### config.mk
export PLATFORM = sky130hd
export DESIGN_NAME = bg_affine_stepper
export DESIGN_NICKNAME = d
export VERILOG_FILES = /design/src/rtl/bg_pkg.sv /design/src/rtl/bg_coord_clip.sv /design/src/rtl/bg_affine_stepper.sv
export SDC_FILE = /design/constraint.sdc
export NUM_CORES = 1
export LEC_CHECK = 0
export CAP_MARGIN = 20
export CELL_PAD_IN_SITES_DETAIL_PLACEMENT = 1
export CELL_PAD_IN_SITES_GLOBAL_PLACEMENT = 2
export CORE_ASPECT_RATIO = 0.8
export CORE_MARGIN = 2
export CORE_UTILIZATION = 36
export CTS_CLUSTER_DIAMETER = 40
export DETAILED_ROUTE_END_ITERATION = 7
export PLACE_DENSITY = 0.84
export SLEW_MARGIN = 10
export SYNTH_ARGS = -nofsm -noshare
export SYNTH_HDL_FRONTEND = slang
export SYNTH_SLANG_ARGS = --single-unit
### constraint.sdc
create_clock -name clock -period 16.6 [get_ports clock]
set_input_delay 2.49 -clock clock [delete_from_list [all_inputs] [get_ports clock]]
set_output_delay 2.49 -clock clock [all_outputs]
set_load 0.01 [all_outputs]
### src/rtl/bg_pkg.sv
//------------------------------------------------------------------------------
// Module  : bg_pkg
// Brief   : Shared constants, FSM state type and step sign-extension helper
//           for the background affine stepper.
// Revision: 1.0  initial release
//------------------------------------------------------------------------------
`default_nettype none

package bg_pkg;

  localparam int LINE_PIXELS_DEF = 240;
  localparam int FRAC_BITS       = 8;
  localparam int REF_W           = 28;
  localparam int INT_W           = REF_W - FRAC_BITS;

  typedef enum logic [0:0] {
    ST_IDLE = 1'b0,
    ST_EMIT = 1'b1
  } bg_state_e;

  function automatic logic [REF_W-1:0] sext_step(input logic [15:0] s);
    return {{(REF_W-16){s[15]}}, s};
  endfunction

endpackage

`default_nettype wire

### src/rtl/bg_coord_clip.sv
//------------------------------------------------------------------------------
// Module  : bg_coord_clip
// Brief   : Per-axis range check / wrap of a signed integer BG coordinate.
// Revision: 1.0  initial release
//------------------------------------------------------------------------------
`default_nettype none

module bg_coord_clip
  import bg_pkg::*;
(
  input  logic [INT_W-1:0] coord_i,
  input  logic [9:0]       limit_i,
  input  logic             overflow_i,
  input  logic             bitmapped_i,
  output logic [9:0]       coord_o,
  output logic             transparent_o
);

  logic w_neg;
  logic w_above;
  logic w_at;

  assign w_neg   = coord_i[INT_W-1];
  assign w_above = !w_neg && (coord_i > INT_W'(limit_i));
  assign w_at    = (coord_i == INT_W'(limit_i));

  // Bitmap limits are exclusive widths, tiled limits are inclusive masks.
  always_comb begin
    coord_o       = coord_i[9:0];
    transparent_o = 1'b0;
    if (bitmapped_i) begin
      transparent_o = w_neg | w_above | w_at;
    end else if (overflow_i) begin
      coord_o = coord_i[9:0] & limit_i;
    end else begin
      transparent_o = w_neg | w_above;
    end
  end

endmodule

`default_nettype wire

### src/rtl/bg_affine_stepper.sv
//------------------------------------------------------------------------------
// Module  : bg_affine_stepper
// Brief   : Per-scanline affine / text-scroll BG coordinate generator with
//           valid/ready pixel output.
// Revision: 1.0  initial release
//------------------------------------------------------------------------------
`default_nettype none

module bg_affine_stepper
  import bg_pkg::*;
#(
  parameter int LINE_PIXELS = LINE_PIXELS_DEF
) (
  input  logic        clock,
  input  logic        reset_n,
  input  logic [27:0] bgx,
  input  logic [27:0] bgy,
  input  logic [15:0] dx,
  input  logic [15:0] dy,
  input  logic [15:0] dmx,
  input  logic [15:0] dmy,
  input  logic [9:0]  hofs,
  input  logic [9:0]  vofs,
  input  logic [9:0]  hmax,
  input  logic [9:0]  vmax,
  input  logic        rotate,
  input  logic        bitmapped,
  input  logic        overflow,
  input  logic        line_start,
  input  logic        hblank,
  input  logic        vblank,
  input  logic        pix_ready,
  output logic        pix_valid,
  output logic [9:0]  pix_x,
  output logic [9:0]  pix_y,
  output logic        pix_transparent,
  output logic        pix_last
);

  localparam logic [7:0] LAST_IDX = 8'(LINE_PIXELS - 1);

  bg_state_e   state_q;
  logic [27:0] refx_q, refy_q, curx_q, cury_q;
  logic [7:0]  line_q, index_q;

  logic [27:0] curx_d, cury_d;
  logic [7:0]  index_d;
  logic        w_load;
  logic        w_take;
  logic [9:0]  w_clip_x, w_clip_y;
  logic        w_tr_x, w_tr_y;
  logic [9:0]  w_pix_x, w_pix_y;
  logic        w_pix_tr;

  assign w_load  = (state_q == ST_IDLE) && line_start;
  assign w_take  = w_load || ((state_q == ST_EMIT) && pix_ready && !pix_last);
  assign curx_d  = w_load ? refx_q : curx_q + sext_step(dx);
  assign cury_d  = w_load ? refy_q : cury_q + sext_step(dy);
  assign index_d = w_load ? 8'd0   : index_q + 8'd1;

  // Output coordinates are computed from the next position so they register
  // together with it and stay frozen while downstream stalls.
  bg_coord_clip u_clip_x (
    .coord_i       (curx_d[REF_W-1:FRAC_BITS]),
    .limit_i       (hmax),
    .overflow_i    (overflow),
    .bitmapped_i   (bitmapped),
    .coord_o       (w_clip_x),
    .transparent_o (w_tr_x)
  );

  bg_coord_clip u_clip_y (
    .coord_i       (cury_d[REF_W-1:FRAC_BITS]),
    .limit_i       (vmax),
    .overflow_i    (overflow),
    .bitmapped_i   (bitmapped),
    .coord_o       (w_clip_y),
    .transparent_o (w_tr_y)
  );

  always_comb begin
    w_pix_x  = ({2'b00, index_d} + hofs) & hmax;
    w_pix_y  = ({2'b00, line_q} + vofs) & vmax;
    w_pix_tr = 1'b0;
    if (rotate) begin
      w_pix_x  = w_clip_x;
      w_pix_y  = w_clip_y;
      w_pix_tr = w_tr_x | w_tr_y;
    end
  end

  always_ff @(posedge clock or negedge reset_n) begin
    if (!reset_n) begin
      state_q         <= ST_IDLE;
      refx_q          <= '0;
      refy_q          <= '0;
      curx_q          <= '0;
      cury_q          <= '0;
      line_q          <= '0;
      index_q         <= '0;
      pix_valid       <= 1'b0;
      pix_x           <= '0;
      pix_y           <= '0;
      pix_transparent <= 1'b0;
      pix_last        <= 1'b0;
    end else begin
      if (vblank) begin
        refx_q <= bgx;
        refy_q <= bgy;
        line_q <= '0;
      end else if (hblank) begin
        refx_q <= refx_q + sext_step(dmx);
        refy_q <= refy_q + sext_step(dmy);
        line_q <= line_q + 8'd1;
      end

      if (w_take) begin
        state_q         <= ST_EMIT;
        pix_valid       <= 1'b1;
        curx_q          <= curx_d;
        cury_q          <= cury_d;
        index_q         <= index_d;
        pix_x           <= w_pix_x;
        pix_y           <= w_pix_y;
        pix_transparent <= w_pix_tr;
        pix_last        <= (index_d == LAST_IDX);
      end else if ((state_q == ST_EMIT) && pix_ready) begin
        state_q   <= ST_IDLE;
        pix_valid <= 1'b0;
      end
    end
  end

endmodule

`default_nettype wire
After elaboration in Yosys (flattened, before gate mapping)
Index checks and enable logic that the tools add are counted.

cells by class
  add/subtract/negate cells = 8
  $lt $le $gt $ge = 2
  eq/ne operators = 3
  mux-type cells = 22
  bitwise operators = 10
  reduce and logical (&&, ||, !) cells = 11

operators with widths
  cell                                         count
  two-way mux 28 bit                           6
  adder 28 bit                                 4
  two-way mux 10 bit                           6
  AND 10 bit                                   4
  == test 20 x 10 -> 1 bit                     2
  > comparator 20 x 10 -> 1 bit                2
  two-way mux 8 bit                            3
  adder 8 x 10 -> 10 bit                       2
  adder 8 x 1 -> 8 bit, second input constant  2
  == test 8 bit, second input constant         1
  two-way mux 1 bit                            7
  logical AND 1 bit                            5
  bitwise OR 1 bit                             5
  nonzero test 2 bit                           2
  zero test 1 bit                              3
  logical OR 1 bit                             1
  NOT 1 bit                                    1

word-level totals
  bits in registers = 151
  bits of input ports = 169
  logic and storage cells = 67

Depth between registers and ports, before layout
  word-level depth = 10
  mapped depth = 23
  depth with buffers taken out = 23

Cells and area by module
From an unflattened synthesis, not the netlist that was laid out.

second synthesis, totals
  cells, all modules = 1,754
  area, all modules = 14,229.9 um^2

modules (own cells, without submodules)
  module             times used  cells an instance  area an instance (um^2)  seq. area each (um^2)
  bg_affine_stepper  1           1,630              13,146.4                 3,778.6
  bg_coord_clip      2           62                 541.8                    0.0

Least setup slack after synthesis
OpenSTA, ideal clock, no wires.

  kind = input to register
  from = input dx[0]
  to = register pix_transparent
  setup time = 0.142 ns
  data arrival time = 7.283 ns
  data required time = 16.458 ns
  path slack = 9.175 ns
  stages on the path = 21
  path buffers = 0
  path through = ha_1 -> inv_1 -> fa_1 -> nand2b_1 -> a211oi_1 -> o21a_1 -> o21a_1 -> o21ai_0 -> o21bai_1 -> a211oi_1 -> o31ai_1 -> ha_1 -> and3_1 -> nand3_1 -> nor3_1 -> mux2_2 -> or4_1 -> or4b_1 -> or4b_1 -> nor4_1 -> a41oi_1

between the ends
  cells in the longest elaborated chain, start to end = 9

ends and longest elaborated chain
  item                                                          line                                      source
  from (decl)                                                   bg_affine_stepper.sv:18                   input logic [15:0] dx,
  adder 28 bit *                                                bg_affine_stepper.sv:57                   assign curx_d = w_load ? refx_q : curx_q + sext_step(dx);
  two-way mux 28 bit *                                          bg_affine_stepper.sv:57
  net curx_d[16]                                                bg_affine_stepper.sv:46                   logic [27:0] curx_d, cury_d;
  > comparator 20 x 10 -> 1 bit                                 bg_coord_clip.sv:24                       assign w_above = !w_neg && (coord_i > INT_W'(limit_i));
  logical AND 1 bit                                             bg_coord_clip.sv:24
  bitwise OR 1 bit                                              bg_coord_clip.sv:32, bg_coord_clip.sv:36
  two-way mux 1 bit / bitwise OR 1 bit (equally long branches)  bg_coord_clip.sv:33, bg_coord_clip.sv:32
  two-way mux 1 bit *                                           bg_coord_clip.sv:31                       if (bitmapped_i) begin
  bitwise OR 1 bit *                                            bg_affine_stepper.sv:88                   w_pix_tr = w_tr_x | w_tr_y;
  two-way mux 1 bit *                                           bg_affine_stepper.sv:85                   if (rotate) begin
  to (signal assigned)                                          bg_affine_stepper.sv:125                  pix_transparent <= w_pix_tr;
  to (decl)                                                     bg_affine_stepper.sv:36                   output logic pix_transparent,

The timed path passes the listed nets; every way through them passes the cells marked *.
A chain may end at the register's enable or synchronous reset.

Worst setup path in the final report
Same ends and word-level chain as after synthesis.

==> results.md <==
- After filler insertion, the fill cell instance count of the layout stands at 4592.
- The area growth from synthesis to layout is 21.8%.
- 0 antenna diodes ended up in the layout.
- Each instance of the synthesized netlist takes up on average about 8 um^2.
- The most used flip-flop cell after synthesis is sky130_fd_sc_hd__dfrtp_1.
- The largest net degree at the start of global routing is 84.
- The count of state elements after synthesis is ~150.
- On the critical path, the stage with the largest delay is an instance of sky130_fd_sc_hd__a211oi_1.
- After layout, the minimum clock period comes to 8.41 ns.
- The root buffer cell chosen for the clock tree is sky130_fd_sc_hd__clkbuf_16.
- The critical path start-end classification is primary input to register.
- At the end of the flow the core is filled with cells to 0.444.
- The number of hold buffers added after cts is 0.
- In the final timing run, aggregate negative setup slack is 0 ns.
- The floorplan has between 60 and 70 rows.
- The total of buffers placed on input and output ports is 191.
- The die is about 220 um wide.
- Clock-pin slew was measured on the worst setup and hold paths at around 0.06 ns.
- The final weighted congestion in routability-driven placement is ~0.85.
- The number of enable flip-flop cells after synthesis is 0.
- Once detailed placement completed, the half-perimeter wirelength came to between 30000 and 40000 um.
- The synthesized netlist contains 67 unique library cells.
- The max-slew violation count is 0.
- For this design the static power due to leakage is approximately 7.6 nW.
- Of all flip-flops after synthesis, the portion carrying an async set or reset was 1.00.
- The tightest min-delay check is of the register to register type.
- The first global-routing pass estimated roughly 76000 um of wire.
- The signal on the critical path passes through clkdlybuf4s50_1, ha_1, inv_1, fa_1, nand2b_1, a211oi_1, o21a_1, o21a_1, o21ai_0, o21bai_1, a211oi_1, o31ai_1, ha_1, and3_1, nand3_1, nor3_1, mux2_2, or4_1, or4b_1, or4b_1, nor4_1, a41oi_1.
- Setup repair after global routing left no endpoint under its margin.
- The region available for standard cell placement spans 0.0381 mm^2.
- Overall power consumption after layout is estimated at 2.60 mW.
- After detailed routing, the total wire length is roughly 47000 um.
- For this block, the via count after detailed routing is roughly 13000.
- Of the synthesized area, sequential elements account for 0.272.
- In the routed layout, each cell is associated on average with a via count of about 5.6.
- The maximum cell stage delay along the critical path is between 0.5 and 0.6 ns.
- Synthesis produced about 1700 cells.
- For this run, the number of Yosys warnings is 0.
- The transition time at the pin with the least slew margin is between 1 and 1.5 ns.
- The mapped cell area is approximately 0.014 mm^2.
- The kind of capture point of the worst setup path is a register.
- The critical path startpoint category is a primary input.
- The data arrival time of the critical path is approximately 8.7 ns.
- The via count of the first global-routing pass was 13987.
- The tree built by TritonCTS fans out to between 150 and 200 sinks.
- Across the VDD grid, the largest voltage drop is approximately 86 uV.
- Of the cells placed in the final design, the portion with a size suffix greater than 1 is 0.0377.
- The run finished with clean final reports.
- The die area is about 0.040 mm^2.
- The clock latency on the worst-skew pair is 0.46 ns.
- The buffer levels on the longest clock path is 2.
- Synthesis produced a netlist with a net count of 2061.
- The initial utilization of the core area, before any placement, comes to 0.364.
- The pre-antenna-repair detailed-routing pass consisted of 5 iterations.
- The number of maximum-capacitance constraint violations is 0.
- The DRC violation count after routing is 0.
- The initial antenna violation count came to 1.
- TritonCTS built the clock tree.
- The number of buffers and inverters on the critical path is 2.
- The number of gates resized after CTS was 0.
- For this run, the total global-route usage over all layers was measured as 0.240.
- STA puts the critical path data required time at about 17 ns.
- The normalized max-slew margin is 0.273.
- The number of post-CTS setup repair buffers is 0.
- Global routing finished with a remaining overflow of 0.
- The detail route stage leaves a number of antenna-violating nets equal to 0.
- In this run, the number of DRC markers left after iteration 0 of detailed routing was 658.
- Of all nets on the critical path, the largest fanout is 4.
- The final number of setup-violating endpoints is 0.
- Dividing total power by cell area gives a power density of between 150 and 200 mW/mm^2.
- In this run the count of I/O pins placed on the die edge is 192.
- The final count of hold timing violations is 0.
- For this run, the post-layout net count is 2209.
- The critical path's top delay family is simple AND/OR/NAND/NOR gates.
- Counting the buffers created by CTS gives 17.
- The final critical-path share of the clock period is 0.507.
- CTS built an H-tree with a depth of 4.
- The die height is between 150 and 200 um.
- The highest clock frequency the design can meet is 119 MHz.
- The average wire per standard cell is 20.0 um.
- The worst clock skew on the final layout is 0.0153 ns.
[routing by layer]
| layer | part of all wire | GRT usage | vias to the layer above |
|---|---|---|---|
| met1 | 0.47 | 0.320 | 6516 |
| met4 | 0.014 | 0.0549 | 0 |
| met3 | 0.031 | 0.0335 | 35 |
| met5 | 0 | 0 | - |
| met2 | 0.48 | 0.411 | 195 |
| li1 | - | - | 6451 |
[kinds of logic (layout without fill, tap and decap cells)]
group	Yosys count	after routing	synth area share
AOI/OAI and AO/OA	548	548	0.239
xor gates and xnor gates	111	111	0.0700
adders and majority gates	172	172	0.158
buffers and inverters	159	320	0.0433
DFF	151	151	0.272
muxes	45	45	0.0328
and+or+nand+nor	534	534	0.184
[state kept, by name, summed over array words and instances, names as in the netlist]
name             cells
curx_q              28
cury_q              28
refx_q              28
refy_q              28
pix_x               10
pix_y               10
index_q              8
line_q               8
pix_last             1
pix_transparent      1
state_q              1
[layout make-up]
type,count,area (um^2),area share
Timing Repair Buffer,204,2010,0.119
Sequential cell,151,3780,0.223
Inverter,84,315,0.0186
Multi-Input combinational cell,1410,9530,0.563
Clock buffer,18,439,0.0260
Tap cell,495,619,0.0366
Clock inverter,14,221,0.0131
[final timing paths]
check / slack [ns] / depth (start not counted) / start / endpoint
max reg2reg: 10.34 / 20 / curx_q[1]$_DFFE_PN0P_ / pix_transparent$_DFFE_PN0P_
max: 8.19 / 22 / dx[0] / pix_transparent$_DFFE_PN0P_
min reg2reg: 0.50 / 1 / cury_q[18]$_DFFE_PN0P_ / cury_q[18]$_DFFE_PN0P_
min in group asynchronous: 2.10 / 1 / reset_n / index_q[5]$_DFFE_PN0P_
max in group asynchronous: 12.95 / 2 / reset_n / refy_q[18]$_DFFE_PN0P_
min: 0.50 / 1 / cury_q[18]$_DFFE_PN0P_ / cury_q[18]$_DFFE_PN0P_
[worst register-to-register path, stage by stage (launching register included)]
cell,delay (ns)
sky130_fd_sc_hd__dfrtp_1,0.41
sky130_fd_sc_hd__ha_1,0.31
sky130_fd_sc_hd__a211oi_1,0.35
sky130_fd_sc_hd__o211ai_1,0.25
sky130_fd_sc_hd__a221oi_1,0.54
sky130_fd_sc_hd__o211ai_1,0.32
sky130_fd_sc_hd__o21a_1,0.25
sky130_fd_sc_hd__nor2_1,0.11
sky130_fd_sc_hd__xnor2_1,0.07
sky130_fd_sc_hd__mux2i_1,0.27
sky130_fd_sc_hd__inv_1,0.11
sky130_fd_sc_hd__ha_1,0.31
sky130_fd_sc_hd__and3_1,0.17
sky130_fd_sc_hd__nand3_1,0.12
sky130_fd_sc_hd__nor3_1,0.26
sky130_fd_sc_hd__mux2_2,0.36
sky130_fd_sc_hd__or4_1,0.49
sky130_fd_sc_hd__or4b_1,0.48
sky130_fd_sc_hd__or4b_1,0.52
sky130_fd_sc_hd__nor4_1,0.26
sky130_fd_sc_hd__a41oi_1,0.15
[metrics by stage]
stage | hold WS, ns | cells | setup WS [ns] | instance area, um^2
2_1_floorplan | 0.443 | 1720 | 9.17 | 13900
3_3_place_gp | 0.470 | 2343 | 7.89 | 16200
3_5_place_dp | 0.486 | 2343 | 7.71 | 16200
4_1_cts | 0.504 | 2375 | 8.17 | 16900
5_1_grt | 0.526 | 2376 | 7.79 | 16900
6_report | 0.499 | 2376 | 8.19 | 16900
[synthesized netlist by cell type (33+ instances only)]
library cell               number  area (um^2)
sky130_fd_sc_hd__a21o_1        45          338
sky130_fd_sc_hd__a21oi_1      189          946
sky130_fd_sc_hd__clkbuf_1      67          251
sky130_fd_sc_hd__dfrtp_1      151         3780
sky130_fd_sc_hd__ha_1         166         2080
sky130_fd_sc_hd__inv_1         84          315
sky130_fd_sc_hd__mux2i_1       41          410
sky130_fd_sc_hd__nand2_1      159          597
sky130_fd_sc_hd__nor2_1       153          574
sky130_fd_sc_hd__nor3_1        33          165
sky130_fd_sc_hd__o21ai_0      139          696
sky130_fd_sc_hd__xnor2_1       64          561
sky130_fd_sc_hd__xor2_1        47          412
[where the power goes]
| group | switching (mW) | internal, mW | total (mW) |
|---|---|---|---|
| registers | 0.0977 | 0.490 | 0.588 |
| clock network | 0.183 | 0.272 | 0.456 |
| logic | 0.893 | 0.666 | 1.56 |
| total | 1.17 | 1.43 | 2.60 |
[cell usage in the layout (no fill, tap or decap), types with 10 or more instances in the layout]
cell / count
sky130_fd_sc_hd__nor3_1: 33
sky130_fd_sc_hd__nand3b_1: 10
sky130_fd_sc_hd__nand2_1: 157
sky130_fd_sc_hd__dfrtp_1: 151
sky130_fd_sc_hd__a21o_1: 45
sky130_fd_sc_hd__a31oi_1: 31
sky130_fd_sc_hd__o211ai_1: 25
sky130_fd_sc_hd__xnor2_1: 64
sky130_fd_sc_hd__o21ai_0: 139
sky130_fd_sc_hd__o21bai_1: 16
sky130_fd_sc_hd__a21oi_1: 189
sky130_fd_sc_hd__a211oi_1: 18
sky130_fd_sc_hd__xor2_1: 47
sky130_fd_sc_hd__nor2b_1: 29
sky130_fd_sc_hd__and3_1: 14
sky130_fd_sc_hd__clkdlybuf4s50_1: 188
sky130_fd_sc_hd__nand3_1: 25
sky130_fd_sc_hd__nand4_1: 17
sky130_fd_sc_hd__inv_1: 83
sky130_fd_sc_hd__o21a_1: 24
sky130_fd_sc_hd__buf_4: 13
sky130_fd_sc_hd__nor2_1: 152
sky130_fd_sc_hd__nand2b_1: 24
sky130_fd_sc_hd__mux2i_1: 41
sky130_fd_sc_hd__or3_1: 17
sky130_fd_sc_hd__clkbuf_16: 17
sky130_fd_sc_hd__ha_1: 166
sky130_fd_sc_hd__nor3b_1: 11
Power figures use the tool's default switching activity.
